==> src/rtl/cond_logic.sv <==
// rtl/cond_logic.sv - conditional-execution stage: NZCV flag register, condition check, write-enable gating
//
// Holds the architectural {N,Z,C,V} flags, evaluates the instruction
// condition field against them and gates the decoder's write requests.
// Also counts annulled (condition-failed) commits, saturating at all-ones.
//
// Ports:
//   clk, rst_n   rising-edge clock, asynchronous active-low reset
//   en           commit strobe; low freezes state and zeroes gated outputs
//   Cond         instruction condition field Instr[31:28]
//   ALUFlags     {N,Z,C,V} produced by the ALU for this instruction
//   FlagW        [1] writes N,Z; [0] writes C,V
//   PCS/RegW/MemW/NoWrite  raw decoder requests
//   PCSrc/RegWrite/MemWrite gated architectural write enables
//   CondEx       condition passed (from registered flags only)
//   Flags        registered {N,Z,C,V}
//   AnnulCnt     saturating count of condition-failed commits
module cond_logic #(
   parameter int CNT_W = 8
) (
   input  logic             clk,
   input  logic             rst_n,
   input  logic             en,
   input  logic [3:0]       Cond,
   input  logic [3:0]       ALUFlags,
   input  logic [1:0]       FlagW,
   input  logic             PCS,
   input  logic             RegW,
   input  logic             MemW,
   input  logic             NoWrite,
   output logic             PCSrc,
   output logic             RegWrite,
   output logic             MemWrite,
   output logic             CondEx,
   output logic [3:0]       Flags,
   output logic [CNT_W-1:0] AnnulCnt
);

   logic n, z, c, v;
   logic commit_pass;
   logic commit_fail;

   assign {n, z, c, v} = Flags;

   // Condition evaluated against the stored flags, so a flag-setting
   // instruction never influences its own condition.
   always_comb begin
      CondEx = 1'b0;
      case (Cond)
         4'b0000: CondEx = z;
         4'b0001: CondEx = ~z;
         4'b0010: CondEx = c;
         4'b0011: CondEx = ~c;
         4'b0100: CondEx = n;
         4'b0101: CondEx = ~n;
         4'b0110: CondEx = v;
         4'b0111: CondEx = ~v;
         4'b1000: CondEx = c & ~z;
         4'b1001: CondEx = ~c | z;
         4'b1010: CondEx = (n == v);
         4'b1011: CondEx = (n != v);
         4'b1100: CondEx = ~z & (n == v);
         4'b1101: CondEx = z | (n != v);
         4'b1110: CondEx = 1'b1;
         default: CondEx = 1'b0;
      endcase
   end

   assign commit_pass = en & CondEx;
   assign commit_fail = en & ~CondEx;

   // rst_n is folded in so no write can escape while reset is held,
   // even though the decoder inputs may still be asserting requests.
   assign PCSrc    = PCS  & commit_pass & rst_n;
   assign RegWrite = RegW & ~NoWrite & commit_pass & rst_n;
   assign MemWrite = MemW & commit_pass & rst_n;

   always_ff @(posedge clk or negedge rst_n) begin
      if (!rst_n) begin
         Flags <= 4'b0000;
      end else if (commit_pass) begin
         if (FlagW[1]) Flags[3:2] <= ALUFlags[3:2];
         if (FlagW[0]) Flags[1:0] <= ALUFlags[1:0];
      end
   end

   always_ff @(posedge clk or negedge rst_n) begin
      if (!rst_n) begin
         AnnulCnt <= '0;
      end else if (commit_fail && (AnnulCnt != {CNT_W{1'b1}})) begin
         AnnulCnt <= AnnulCnt + 1'b1;
      end
   end

endmodule

==> config.mk <==
export PLATFORM = sky130hd
export DESIGN_NAME = cond_logic
export DESIGN_NICKNAME = d
export VERILOG_FILES = /design/src/rtl/cond_logic.sv
export SDC_FILE = /design/constraint.sdc
export NUM_CORES = 1
export LEC_CHECK = 0
export BUFFER_PORTS_ARGS = -buffer_cell sky130_fd_sc_hd__buf_2
export CAP_MARGIN = 20
export CORE_UTILIZATION = 46
export CTS_CLUSTER_DIAMETER = 200
export DETAILED_ROUTE_END_ITERATION = 8
export PLACE_DENSITY_LB_ADDON = 0.25
export SYNTH_ARGS = -nofsm -noshare
export SYNTH_HDL_FRONTEND = slang
export SYNTH_SLANG_ARGS = --single-unit
==> constraint.sdc <==
create_clock -name clk -period 2.4 [get_ports clk]
set_clock_uncertainty 0.1 [all_clocks]
set_input_delay 0 -clock clk [delete_from_list [all_inputs] [get_ports clk]]
set_output_delay 0 -clock clk [all_outputs]
set_load 0.01 [all_outputs]
# == Yosys cells after proc, flatten, opt, wreduce, memory -nomap -nowiden ==
# Cells that the tools add are included.
# word_totals
word_cells,45
rom_bits,0
ram_bits,0
latchBits,0
register_bits,12
n_memories,0
inputBits,17
out_inout_bits,16
# op_classes
n_lt_le_gt_ge,0
multipliers,0
n_bitwise,19
div,0
n_addsub,1
shifts,0
n_reduce_logical,4
n_eq_ne,17
n_mux,1
# ops
op,n
$eq A4 B4 Y1 const B,7
$eq A4 B3 Y1 const B,4
$pmux W1 S15,1
$and A1 B1 Y1,11
$add A8 B1 Y8 const B,1
$eq A4 B2 Y1 const B,2
$ne A8 B8 Y1 const B,1
$not A1 Y1,6
$eq A4 B1 Y1 const B,1
$logic_not A4 Y1,1
$reduce_and A2 Y1,2
$or A1 B1 Y1,2
$eq A1 B1 Y1,1
$logic_and A1 B1 Y1,1
$ne A1 B1 Y1,1

# == Logic depth before layout (Yosys ltp) ==
# Gate-level depths: netlist (run 1).
# logic_depth
depth_word,6
mapped_depth,8
ltp_nobuf,6

# == Worst setup path before layout (run 1) ==
# Ideal clock, no wire load.
# synth_path
kind,reg2reg
start,register Flags[3]
end,register AnnulCnt[6]
setup_ns,0.125
path_buffers,1
required_time_ns,2.175
path_stages_with_launch,8
t_arrival_ns,1.726
synth_period_minus_slack_ns,1.951
path_slack_ns,0.449
cell_sequence,dfrtp_1 -> xor2_1 -> o2bb2ai_1 -> xnor2_1 -> o2111ai_2 -> buf_6 -> nor3_1 -> mux2_2
# synth_via
elab_chain_cells,6
word_cells_on_any_way,9
classes_between,eq/ne: 2; mux: 1; bitwise: 5; reduce/logical: 1
# synth_rtl
element,line_no,source
from (decl),35,"output logic [3:0] Flags,"
from (signal assigned),82,if (FlagW[1]) Flags[3:2] <= ALUFlags[3:2];
$ne A1 B1 Y1 or $eq A1 B1 Y1 (tied branches),n/a,
$or A1 B1 Y1 or $and A1 B1 Y1 (tied branches),"63, 62",
$pmux W1 S15 (*),49,case (Cond)
named net CondEx,34,"output logic CondEx,"
$not A1 Y1 (*),70,assign commit_fail = en & ~CondEx;
$and A1 B1 Y1 (*),70,
$logic_and A1 B1 Y1 (*),90,end else if (commit_fail && (AnnulCnt != {CNT_W{1'b1}})) begin
to (signal assigned),91,AnnulCnt <= AnnulCnt + 1'b1;
to (decl),36,output logic [CNT_W-1:0] AnnulCnt
# Mark *: on every way through the listed nets, which the timed path passes. The rest lies on a longest branch.
# A chain may end at the register's enable or synchronous reset.

# == Worst setup path in the final report (run 1) ==
# layout_path
start,register Flags[0]
end,output RegWrite
# layout_via
elab_chain_cells,6
word_cells_on_any_way,9
classes_between,eq/ne: 2; mux: 1; bitwise: 6
# layout_rtl
element,line_no,source
from (signal assigned),83,if (FlagW[0]) Flags[1:0] <= ALUFlags[1:0];
$ne A1 B1 Y1 or $eq A1 B1 Y1 (tied branches),n/a,
$or A1 B1 Y1 or $and A1 B1 Y1 (tied branches),"63, 62",
$pmux W1 S15 (*),49,
$and A1 B1 Y1 (*),69,assign commit_pass = en & CondEx;
$and A1 B1 Y1 (*) (2 in series),75,assign RegWrite = RegW & ~NoWrite & commit_pass & rst_n;
to (decl),32,"output logic RegWrite,"
# Every way passes the cells marked *; elsewhere a longest branch is shown, timed or not.

==> impl_metrics.py, run 1 <==
metrics = {
    "routing": {
        "num_vias": 668,
        "wirelength_mm": 1.65,
        "ant_nets": 0,
        "avgViaCountPerCell": 5.18,
        "drt_iter0_drc": 14,
        "dr.pass1.iters": 4,
        "wl_per_cell_um": 12.8,
        "drc": 0,
    },
    "worst_setup_path": {
        "required_ns": 2.30,
        "crit_fanout": 11,
        "path_class": "register to output port",
        "cp-end-kind": "output port",
        "arrival_ns": 2.12,
        "reg2reg_slack_ns": 0.27,
        "worstSetupStartpointType": "register",
    },
    "finish": {
        "final_common_cell": "buf_2",
        "drive_gt1_share_pct": 38.9,
        "stdcell_count": 129,
        "layout_common_cells": "32 x buf_2, 12 x dfrtp_1, 8 x nor3_1, 7 x xor2_1, 6 x nand2_1",
        "fin_nets": 133,
        "fill_cells": 132,
        "area_growth_pct": 29.9,
        "diodes": 0,
    },
    "logic_synthesis": {
        "ys_ff_latch": 12,
        "synthAdderAreaFrac_pct": 1.60,
        "synth_edf_count": 0,
        "synth_compound_area_share_pct": 4.32,
        "dominantRegCellSynth": "dfrtp_1",
        "synthArstFlopShare_pct": 100,
        "syn_area_um2": 782,
        "synth_fp_nets": 93,
        "synthXorXnorAreaFrac_pct": 11.2,
        "synthMuxAreaShare_pct": 13.3,
        "yosys.area_share.simple_pct": 27.8,
        "seq_area_frac_synth_pct": 38.4,
        "syn_area_per_cell_um2": 10.4,
        "synth_cells": 75,
        "synth_top_family_by_area": "simple AND/OR/NAND/NOR gates",
        "yosys_warnings": 0,
        "yosysUniqueCellTypes": 33,
    },
    "clocking": {
        "cts_buffer_depth": 2,
        "numCtsBuffers": 3,
        "clock_sinks": 12,
        "clock_latency_ns": 0.27,
        "htree_num_levels": 1,
        "ctsResizeCount": 0,
        "clock-root-buffer": "clkbuf_4",
        "cts_tree": "yes",
        "clk_transition_reported_paths_ns": 0.07,
    },
    "power": {
        "p_seq_share_pct": 39.9,
        "netSwitchingPower_mw": 0.396,
        "combPwrFrac_pct": 48.3,
        "power_frac_clock_pct": 11.8,
        "power.density_nw_per_um2": 979,
        "internal_power_mw": 0.599,
        "p_sw_share_pct": 39.8,
        "peakVddDrop_v": 0.000684,
        "leakage_nw": 0.515,
    },
    "placed_design": {
        "place_ws_ns": 0.300,
        "io_buffer_count": 32,
        "hpwlAfterDp_mm": 1.26,
        "dpl.cell_count": 121,
        "gp_congestion": 0.808,
    },
    "floorplanning": {
        "die_w_um": 43.2,
        "die_h_um": 43.2,
        "design.core.area_um2": 1540,
        "initial_utilization_pct": 50.7,
        "std_cell_rows": 14,
        "top_level_ports": 33,
        "die_area_um2": 1870,
    },
    "global_routing": {
        "grt_pass1_vias": 636,
        "grt_pass1_wl_mm": 2.75,
        "grt_overflow": 0,
        "antenna_found_initial": 0,
        "gr-usage-all-layers_pct": 19.9,
        "grt_max_degree": 14,
    },
    "timing": {
        "rsz0062_at_grt": "no",
        "post-route-period-util_pct": 92.6,
        "layout_setup_ws_ns": 0.178,
        "setup_violations": 0,
        "slew_headroom_pct": 62.7,
        "tightest_slew_ns": 0.553,
        "fmax_mhz": 450,
        "slew_viol_final": 0,
        "min_period_ns": 2.22,
        "fin_tns_setup_ns": 0,
        "hold_viol": 0,
    },
    "status": {
        "outcome": "complete, no violations",
    },
    "hold_path": {
        "min_path_type": "input port to asynchronous set/reset pin",
    },
    "run": {
        "drv_cap": 0,
    },
}
[through the flow]
| step | cell area (µm²) | utilization, % | hold WS [ns] | power, mW |
|---|---|---|---|---|
| after CTS | 1020 | 65.9 | 0.0467 | 1.00 |
| final | 1020 | 65.9 | 0.0356 | 0.995 |
| after global routing | 1020 | 65.9 | 0.0656 | 1.08 |
| after global placement | 943 | 61.2 | -0.207 | 0.866 |
| after detailed placement | 943 | 61.2 | -0.201 | 0.878 |
| after floorplan | 782 | - | -0.396 | 0.717 |
[critical path, stage by stage (launching register included)]
cell,delay [ns]
dfrtp_1,0.43
xor2_1,0.25
o2bb2ai_1,0.11
xnor2_1,0.14
o2111ai_2,0.40
and3_1,0.25
and3b_1,0.16
buf_2,0.12
[synth_stat cells, types with 2 or more instances]
cell       n  share of area, %
inv_1      2              0.96
xor2_1     7               7.8
and3_4     2               2.9
and3_1     2               1.6
nand2_1    6               2.9
nand4_1    2               1.6
nor3_1     8               5.1
nand2b_1   2               1.6
and2_1     3               2.4
mux2_1     2               2.9
dfrtp_1   12                38
mux2_4     4               7.7
xnor2_1    3               3.4
[worst paths after layout]
check	from	end	cells past startpoint
hold reg to reg	AnnulCnt[3]	AnnulCnt[3]	1
max in group asynchronous	rst_n	Flags[1]	2
setup reg to reg	Flags[0]	Flags[1]	6
hold / removal	rst_n	AnnulCnt[6]	2
min in group clk	FlagW[1]	Flags[3]	3
setup / recovery	Flags[0]	RegWrite	7
[cell families after synthesis]
logic type,Yosys count
XOR/XNOR,10
multiplexers,8
AND/OR/NAND/NOR,36
adder cells (fa/ha/maj),1
AO/OA/AOI/OAI,4
flip-flops,12
buffers and inverters,4
[sequential cells by signal, summed over array words and instances (netlist names)]
| register | cells |
|---|---|
| AnnulCnt | 8 |
| Flags | 4 |
[timing repair]
item | 4_1_cts | 5_1_grt
hold buffers | 5 | 0
hold endpoints to repair | 16 | 0
buffers inserted | 0 | 0
[routing by layer]
layer  share of wire [%]  GRT usage [%]  wire length (µm)  up-vias
met5                   0              0                 0        -
met4                   0           7.27                 0        0
met3                 3.7           2.55                61        0
met2                  53           34.0               870       14
met1                  43           25.5               717      313
li1                    -              -                 -      341
[power groups by stage]
stage | sequential (mW) | clock, mW | combinational (mW)
final | 0.397 | 0.118 | 0.480
after global routing | 0.413 | 0.130 | 0.533
after CTS | 0.398 | 0.121 | 0.486
after detailed placement | 0.399 | 0 | 0.479
after global placement | 0.393 | 0 | 0.472
after floorplan | 0.424 | 0 | 0.294
[final cells by class]
class / count / area [µm²] / share of cell area, %
Multi-Input combinational cell: 59 / 455 / 44.8
Sequential cell: 12 / 300 / 29.6
Timing Repair Buffer: 37 / 210 / 20.7
Clock buffer: 3 / 22.5 / 2.22
Tap cell: 16 / 20.0 / 1.97
Inverter: 2 / 7.51 / 0.739
Note: power is estimated with default switching activity, not from simulation.
==> inputs of run 2 (changes only) <==
BUFFER_PORTS_ARGS = not set   (was -buffer_cell sky130_fd_sc_hd__buf_2)
CORE_UTILIZATION = 59   (was 46)
DONT_BUFFER_PORTS = 1   (was not set)
==> run 2 against run 1 <==
Compared with the run above:
- critical endpoint unchanged
- hold slack improved by 0.014 ns
- die area decreased by 21%
- maximum frequency grew 0.98%
- core utilization is 11 points higher
==> impl_metrics.py, run 2 (synthesis results as in run 1) <==
metrics = {
    "placed_design": {
        "gp_congestion": 0.698,
        "hpwlAfterDp_mm": 1.08,
        "io_buffer_count": 0,
        "place_ws_ns": 0.235,
    },
    "finish": {
        "largest_register_ffs": 8,
        "final_common_cell": "dfrtp_1",
        "fin_nets": 105,
        "area_growth_pct": 15.4,
        "fill_cells": 74,
        "regMostFlops": "AnnulCnt",
        "drive_gt1_share_pct": 15.3,
        "layout_common_cells": "12 x dfrtp_1, 8 x nor3_1, 8 x dlygate4sd3_1, 7 x xor2_1, 6 x nand2_1",
        "reg_top3": "AnnulCnt x8, Flags x4",
        "diodes": 0,
    },
    "timing": {
        "min_period_ns": 2.20,
        "slew_viol_final": 0,
        "slew_headroom_pct": 60.7,
        "tightest_slew_ns": 0.584,
        "rsz0062_at_grt": "no",
        "hold_viol": 0,
        "fin_tns_setup_ns": 0,
        "layout_setup_ws_ns": 0.199,
        "fmax_mhz": 454,
        "post-route-period-util_pct": 91.7,
        "setup_violations": 0,
    },
    "floorplanning": {
        "std_cell_rows": 12,
        "top_level_ports": 33,
        "die_w_um": 38.4,
        "die_h_um": 38.4,
        "initial_utilization_pct": 66.8,
        "design.core.area_um2": 1170,
        "die_area_um2": 1470,
    },
    "global_routing": {
        "grt_max_degree": 13,
        "antenna_found_initial": 0,
        "grt_overflow": 0,
        "grt_pass1_vias": 572,
        "gr-usage-all-layers_pct": 23.9,
        "grt_pass1_wl_mm": 2.44,
    },
    "power": {
        "peakVddDrop_v": 0.000677,
        "power.density_nw_per_um2": 1030,
        "leakage_nw": 0.396,
    },
    "routing": {
        "wl_per_cell_um": 16.1,
        "num_vias": 615,
        "drc": 0,
        "dr.pass1.iters": 4,
        "drt_iter0_drc": 16,
        "avgViaCountPerCell": 6.21,
        "ant_nets": 0,
        "wirelength_mm": 1.59,
    },
    "clocking": {
        "clk_transition_reported_paths_ns": 0.07,
        "htree_num_levels": 1,
        "cts_tree": "yes",
        "clock_latency_ns": 0.26,
        "cts_buffer_depth": 2,
        "clock_sinks": 12,
        "clock-root-buffer": "clkbuf_4",
        "numCtsBuffers": 3,
    },
    "worst_setup_path": {
        "crit_start": "Flags[0]",
        "worstSetupStartpointType": "register",
        "reg2reg_depth": 6,
        "crit_fanout": 11,
        "r2r_start": "Flags[0]",
        "reg2reg_slack_ns": 0.23,
        "crit_end": "RegWrite",
        "cp-end-kind": "output port",
        "required_ns": 2.30,
        "arrival_ns": 2.10,
        "path_class": "register to output port",
        "r2r-end": "AnnulCnt[1]",
    },
    "status": {
        "outcome": "complete, no violations",
    },
    "run": {
        "drv_cap": 0,
    },
    "hold_path": {
        "min_path_type": "input port to asynchronous set/reset pin",
    },
}
-- run 2: timing repair --
item                                    CTS  global route
buffers inserted                          0             0
hold endpoints to repair                 17             0
hold buffers                              8             0
endpoints found under the setup margin    0             1
resized for setup                         0             1
-- run 2: report_power, final --
group	leakage [nW]	total, mW	internal (mW)	switching, mW
registers	0.149	0.453	0.289	0.164
clock network	0.0138	0.120	0.0579	0.0622
logic	0.233	0.356	0.198	0.157
total	0.396	0.929	0.545	0.384
-- run 2: per-layer routing --
| metal | vias up | wire length [µm] | global-route usage [%] |
|---|---|---|---|
| met5 | - | 0 | 0 |
| met1 | 291 | 704 | 31.5 |
| met3 | 2 | 137 | 8.72 |
| met2 | 35 | 743 | 39.0 |
| met4 | 0 | 4 | 2.59 |
| li1 | 287 | - | - |
-- run 2: cell type report --
type	instances	area, µm²	area share [%]
timing repair buffer	9	87.6	9.71
sequential	12	300	33.3
multi-input combinational	59	467	51.7
clock buffer	3	22.5	2.50
inverter	2	7.51	0.832
tap	14	17.5	1.94
-- run 2: worst min path at each step --
stage / cells after the start / slack [ns] / endpoint / start
after floorplan: 0 / -0.40 / AnnulCnt[0] / rst_n
after global placement: 0 / -0.40 / AnnulCnt[7] / rst_n
after detailed placement: 0 / -0.40 / AnnulCnt[5] / rst_n
after CTS: 1 / 0.05 / MemWrite / MemW
after global routing: 1 / 0.05 / PCSrc / PCS
final: 1 / 0.05 / AnnulCnt[7] / rst_n
-- run 2: worst max-delay path, cell delays in order (launching register included) --
cell and delay, ns:
dfrtp_1 0.50, xor2_1 0.24, o2bb2ai_1 0.10, xnor2_1 0.16, o2111ai_4 0.34, and3_1 0.26, and3b_1 0.23
-- run 2: per-stage QoR --
stage	area, µm²	utilization [%]	power (mW)	hold slack, ns	cells
4_1_cts	891	76.1	0.911	0.0482	99
3_5_place_dp	788	67.3	0.778	-0.395	88
3_3_place_gp	788	67.3	0.766	-0.395	88
5_1_grt	902	77.0	0.986	0.0546	99
6_report	902	77.0	0.929	0.0493	99
2_1_floorplan	782	-	0.717	-0.396	75
